[src/rtl/or1200_wbwriter.sv]
// Write-back stage writer for the OR1200 register file.
// Picks the EX result from ALU/LSU/SPR/LINK, holds it in the WB stage, and
// drives the single RF write port. A load that has not returned yet stalls
// the pipeline. Each held entry is written to the RF exactly once, even when
// the stage is frozen.
module or1200_wbwriter #(
    parameter int width = 32,
    parameter int aw    = 5
) (
    input  logic             clk,
    input  logic             rst,
    input  logic             wb_freeze,
    input  logic [2:0]       rfwb_op,
    input  logic [aw-1:0]    ex_rfaddrw,
    input  logic [width-1:0] alu_dataout,
    input  logic [width-1:0] lsu_dataout,
    input  logic             lsu_ack,
    input  logic [width-1:0] sprs_dataout,
    input  logic [width-1:0] ex_pc,
    output logic             rf_we,
    output logic [aw-1:0]    rf_addrw,
    output logic [width-1:0] rf_dataw,
    output logic [width-1:0] wb_forw,
    output logic [aw-1:0]    wb_rfaddrw,
    output logic             wb_fwd_valid,
    output logic             wb_stall
);

    typedef enum logic [1:0] {
        IDLE     = 2'd0,
        WAIT_LSU = 2'd1,
        READY    = 2'd2
    } state_t;

    typedef enum logic [1:0] {
        SEL_ALU  = 2'b00,
        SEL_LSU  = 2'b01,
        SEL_SPR  = 2'b10,
        SEL_LINK = 2'b11
    } sel_t;

    state_t           state;
    logic             written;
    logic             we_eff;
    logic             cap;
    sel_t             sel;
    logic [width-1:0] mux_data;

    assign sel    = sel_t'(rfwb_op[2:1]);
    // r0 is hard-wired to zero, so it is never written or forwarded.
    assign we_eff = rfwb_op[0] && (ex_rfaddrw != '0);
    // A pending load blocks the EX instruction from entering WB.
    assign cap    = !wb_freeze && (state != WAIT_LSU);

    // Result source mux for the non-load sources.
    always_comb begin
        // NOTE: every output of a combinational block gets a default first so
        // no path leaves it unassigned, which would otherwise infer a latch.
        mux_data = alu_dataout;
        case (sel)
            SEL_ALU:  mux_data = alu_dataout;
            SEL_SPR:  mux_data = sprs_dataout;
            SEL_LINK: mux_data = ex_pc + width'(8);
            default:  mux_data = alu_dataout;
        endcase
    end

    // WB-stage state machine: capture, load wait, and one-shot write tracking.
    always_ff @(posedge clk) begin
        // NOTE: state registers use non-blocking assignments so every flop
        // samples the pre-edge values regardless of statement order.
        if (rst) begin
            state      <= IDLE;
            written    <= 1'b0;
            wb_forw    <= '0;
            wb_rfaddrw <= '0;
        end else if (state == WAIT_LSU) begin
            // Load return is honoured even while frozen.
            if (lsu_ack) begin
                wb_forw <= lsu_dataout;
                state   <= READY;
                written <= 1'b0;
            end
        end else if (cap) begin
            wb_rfaddrw <= ex_rfaddrw;
            written    <= 1'b0;
            if (!we_eff) begin
                state <= IDLE;
            end else if (sel != SEL_LSU) begin
                wb_forw <= mux_data;
                state   <= READY;
            end else if (lsu_ack) begin
                wb_forw <= lsu_dataout;
                state   <= READY;
            end else begin
                state <= WAIT_LSU;
            end
        end else if (state == READY && !written) begin
            // Frozen entry: the write happens in this cycle, then never again.
            written <= 1'b1;
        end
    end

    assign rf_we        = (state == READY) && !written;
    assign rf_addrw     = wb_rfaddrw;
    assign rf_dataw     = wb_forw;
    assign wb_fwd_valid = (state == READY);
    assign wb_stall     = (state == WAIT_LSU);

endmodule

[config.mk]
export PLATFORM = sky130hd
export DESIGN_NAME = or1200_wbwriter
export DESIGN_NICKNAME = d
export VERILOG_FILES = /design/src/rtl/or1200_wbwriter.sv
export SDC_FILE = /design/constraint.sdc
export NUM_CORES = 1
export LEC_CHECK = 0
export ABC_AREA = 0
export BUFFER_PORTS_ARGS = -buffer_cell sky130_fd_sc_hd__buf_2
export CORE_ASPECT_RATIO = 0.8
export CORE_MARGIN = 1
export CORE_UTILIZATION = 44
export CTS_CLUSTER_SIZE = 8
export DETAILED_ROUTE_END_ITERATION = 12
export PLACE_DENSITY = 0.78
export SYNTH_ARGS = -nofsm -noshare
export SYNTH_HDL_FRONTEND = slang
export SYNTH_SLANG_ARGS = --single-unit
[constraint.sdc]
create_clock -name clk -period 2.2 [get_ports clk]
set_input_delay 0.55 -clock clk [delete_from_list [all_inputs] [get_ports clk]]
set_output_delay 0.55 -clock clk [all_outputs]
set_load 0.05 [all_outputs]
==> flow_metrics.py <==
metrics = {
    "placed_design": {
        "placed_cells": 773,
        "gp_congestion": 0.957,
        "place_ws_ps": -36.7,
        "placed_area_um2": 4700,
        "dp_hpwl_mm": 10.8,
        "port_buffers": 216,
    },
    "detailed_routing": {
        "remaining_drc_errors": 0,
        "met1_length_mm": 5.60,
        "wire_per_inst_um": 17.3,
        "routed_wl_mm": 13.5,
        "wl_met2_mm": 6.45,
        "highest_layer": "met4",
        "vias": 4479,
        "via_per_inst": 5.73,
        "wl_met3_mm": 1.24,
        "drt_iter0_drc": 213,
        "ant_nets": 0,
        "dr.pass1.iters": 5,
    },
    "die": {
        "coreArea_um2": 7950,
        "start_util_pct": 45.3,
        "die_area_um2": 8550,
        "ios": 217,
        "die_x_um": 103,
        "die_height_um": 82.9,
        "core.rowCount": 29,
    },
    "setup_path": {
        "rrSetupSlack_ps": 330,
        "r2r_start": "state[1]",
        "timing.critical_path.from": "ex_pc[4]",
        "cp-end-kind": "register",
        "worst_ep_arrival_time_ps": 2170,
        "ff2ff_path_depth": 7,
        "required_ps": 2430,
        "worstReg2RegEnd": "rf_dataw[17]",
        "critPathMaxFanout": 8,
        "path_class": "primary input to register",
        "setup.worst_path.start_class": "primary input",
    },
    "finish": {
        "area_growth_pct": 32.8,
        "nFillCells": 767,
        "drive_gt1_share_pct": 43.0,
        "final_core_util_pct": 60.2,
        "post_layout_nonfiller_instances": 781,
        "finalInstanceArea_um2": 4780,
        "nNetsFinal": 813,
    },
    "global_route": {
        "grt.total_usage_pct": 31.5,
        "grt_pass1_vias": 4260,
        "grt_pass1_wl_mm": 21.0,
        "gr-total-overflow": 0,
        "grt_max_degree": 26,
        "antenna_found_initial": 1,
    },
    "cts": {
        "insertion_delay_ps": 290,
        "clockBufferDepth": 2,
        "path_clk_slew_ps": 80,
        "cts_tree": "yes",
        "cts_root_buffer": "clkbuf_8",
        "cts_max_level": 2,
        "cts_resized": 0,
        "cts_setup_buffers": 0,
        "cts.sinks": 40,
        "cts_inserted_buffers": 5,
        "cts_hold_buf": 0,
    },
    "sta": {
        "whs_ps": 474,
        "maxSlewHeadroom_pct": 69.6,
        "final.period_utilization_pct": 88.3,
        "slew_viol_final": 0,
        "rsz0062_at_grt": "false",
        "tightest_slew_ps": 444,
        "max_freq_ghz": 0.515,
        "finalSetupViolations": 0,
        "clock_skew_ps": 11.4,
        "setup_tns_ps": 0,
        "worst_slack_ps": 258,
        "fin_crit_ps": 1940,
        "finalHoldViolations": 0,
    },
    "power": {
        "p_per_area_nw_per_um2": 483,
        "p_leak_nw": 2.28,
        "vdd_drop_max_uv": 292,
        "power_mw": 2.31,
    },
    "synth": {
        "synth_nets": 622,
        "synth_top_area_share_pct": 22.2,
        "synth_area_leaders": "dfxtp_1 22%, buf_4 8.1%, a21oi_1 6.8%",
        "synth_top_cells_by_count": "49 x a21oi_1, 40 x dfxtp_1, 39 x buf_4, 36 x nor2_1",
        "yosysSeqAreaShare_pct": 22.2,
        "ys_ff_latch": 40,
        "syn_inst": 481,
        "syn-mean-instance-area_um2": 7.48,
        "ys_types": 60,
        "synth_flop_cell": "dfxtp_1",
        "yosysMostFrequentCell": "a21oi_1",
        "async_reset_ff_share_pct": 0,
        "syn_area_um2": 3600,
        "synth_top_cell_by_area": "dfxtp_1",
        "synth_warnings": 0,
        "synth-edff-count": 0,
    },
    "run_status": {
        "status": "finished clean",
    },
    "min_path": {
        "holdCritStartpoint": "rf_dataw[5]",
        "holdPathEnd": "rf_dataw[5]",
        "hold_class": "register to register",
        "whs_path_depth": 2,
    },
    "flow_run": {
        "maxCapViolations": 0,
    },
}
-- critical path, cell delays in order --
cell and delay, ps:
buf_2 110, ha_1 160, and4_1 250, nand4_2 250
buf_4 230, or4_1 390, nand4_1 100, a32o_1 110
-- where the power goes --
group          internal (mW)  leakage (nW)  total [mW]  switching (mW)
Clock                  0.215        0.0400       0.484           0.269
Combinational          0.335          1.91        1.01           0.673
Sequential             0.772         0.328       0.817          0.0451
-- area by class of cell --
class                   count  area, um^2  area share, %
repair buffers            261        1430           29.9
flip-flops and latches     40         801           16.7
clock inverters             2        12.5          0.262
multi-input cells         359        2310           48.4
well taps                 108         135           2.83
clock buffers               5        68.8           1.44
diodes                      1        2.50         0.0523
inverters                   5        18.8          0.392
-- metal layers --
layer,global-route usage [%],vias up
li1,-,2152
met1,39.4,2068
met2,54.8,241
met3,6.31,18
met4,7.55,0
met5,0,-
-- flip-flops by register name (all words and copies together), names as in the netlist --
| signal | count |
|---|---|
| rf_dataw | 32 |
| written | 1 |
| state | 2 |
| rf_addrw | 5 |
-- worst max-delay path by stage --
| stage | endpoint | slack (ps) | depth (start not counted) |
|---|---|---|---|
| 6_report | rf_dataw[23] | 260 | 8 |
| 5_1_grt | rf_dataw[15] | 80 | 7 |
| 4_1_cts | rf_dataw[23] | 260 | 8 |
| 3_5_place_dp | rf_dataw[23] | -40 | 8 |
| 3_3_place_gp | rf_dataw[23] | 10 | 8 |
| 2_1_floorplan | rf_dataw[8] | 160 | 6 |
-- logic make-up after synthesis --
| family | share of synthesized area [%] |
|---|---|
| AND/OR/NAND/NOR | 21.9 |
| buffers and inverters | 13.7 |
| flip-flops | 22.2 |
| AO/OA/AOI/OAI | 31.8 |
| multiplexers | 8.10 |
| XOR/XNOR | 1.95 |
| adder cells (fa/ha/maj) | 0.348 |
-- cell usage in the layout (no fill, tap or decap), types with 4 or more instances in the layout --
master / synthesis / routed
and4_1: 5 / 5
nand2b_1: 5 / 5
nand4_1: 7 / 7
o211ai_1: 7 / 7
a31oi_1: 6 / 6
buf_4: 39 / 44
a211oi_1: 11 / 11
xnor2_1: 6 / 6
nor3_1: 10 / 10
o221ai_1: 10 / 10
mux2i_1: 19 / 19
clkbuf_8: 0 / 5
nand3b_1: 5 / 5
a21oi_1: 49 / 49
nand2_1: 35 / 35
mux2_2: 9 / 9
o21ai_0: 35 / 35
a21boi_0: 7 / 7
nand3_1: 17 / 17
o31a_1: 4 / 4
inv_1: 5 / 5
nor2b_1: 6 / 4
or4_1: 5 / 5
nor4_1: 5 / 5
nor2_1: 36 / 36
a22oi_1: 5 / 5
dfxtp_1: 40 / 40
buf_2: 10 / 216
o22ai_1: 5 / 5
and2_1: 4 / 4
No activity file was read; power rests on OpenSTA's default activity.
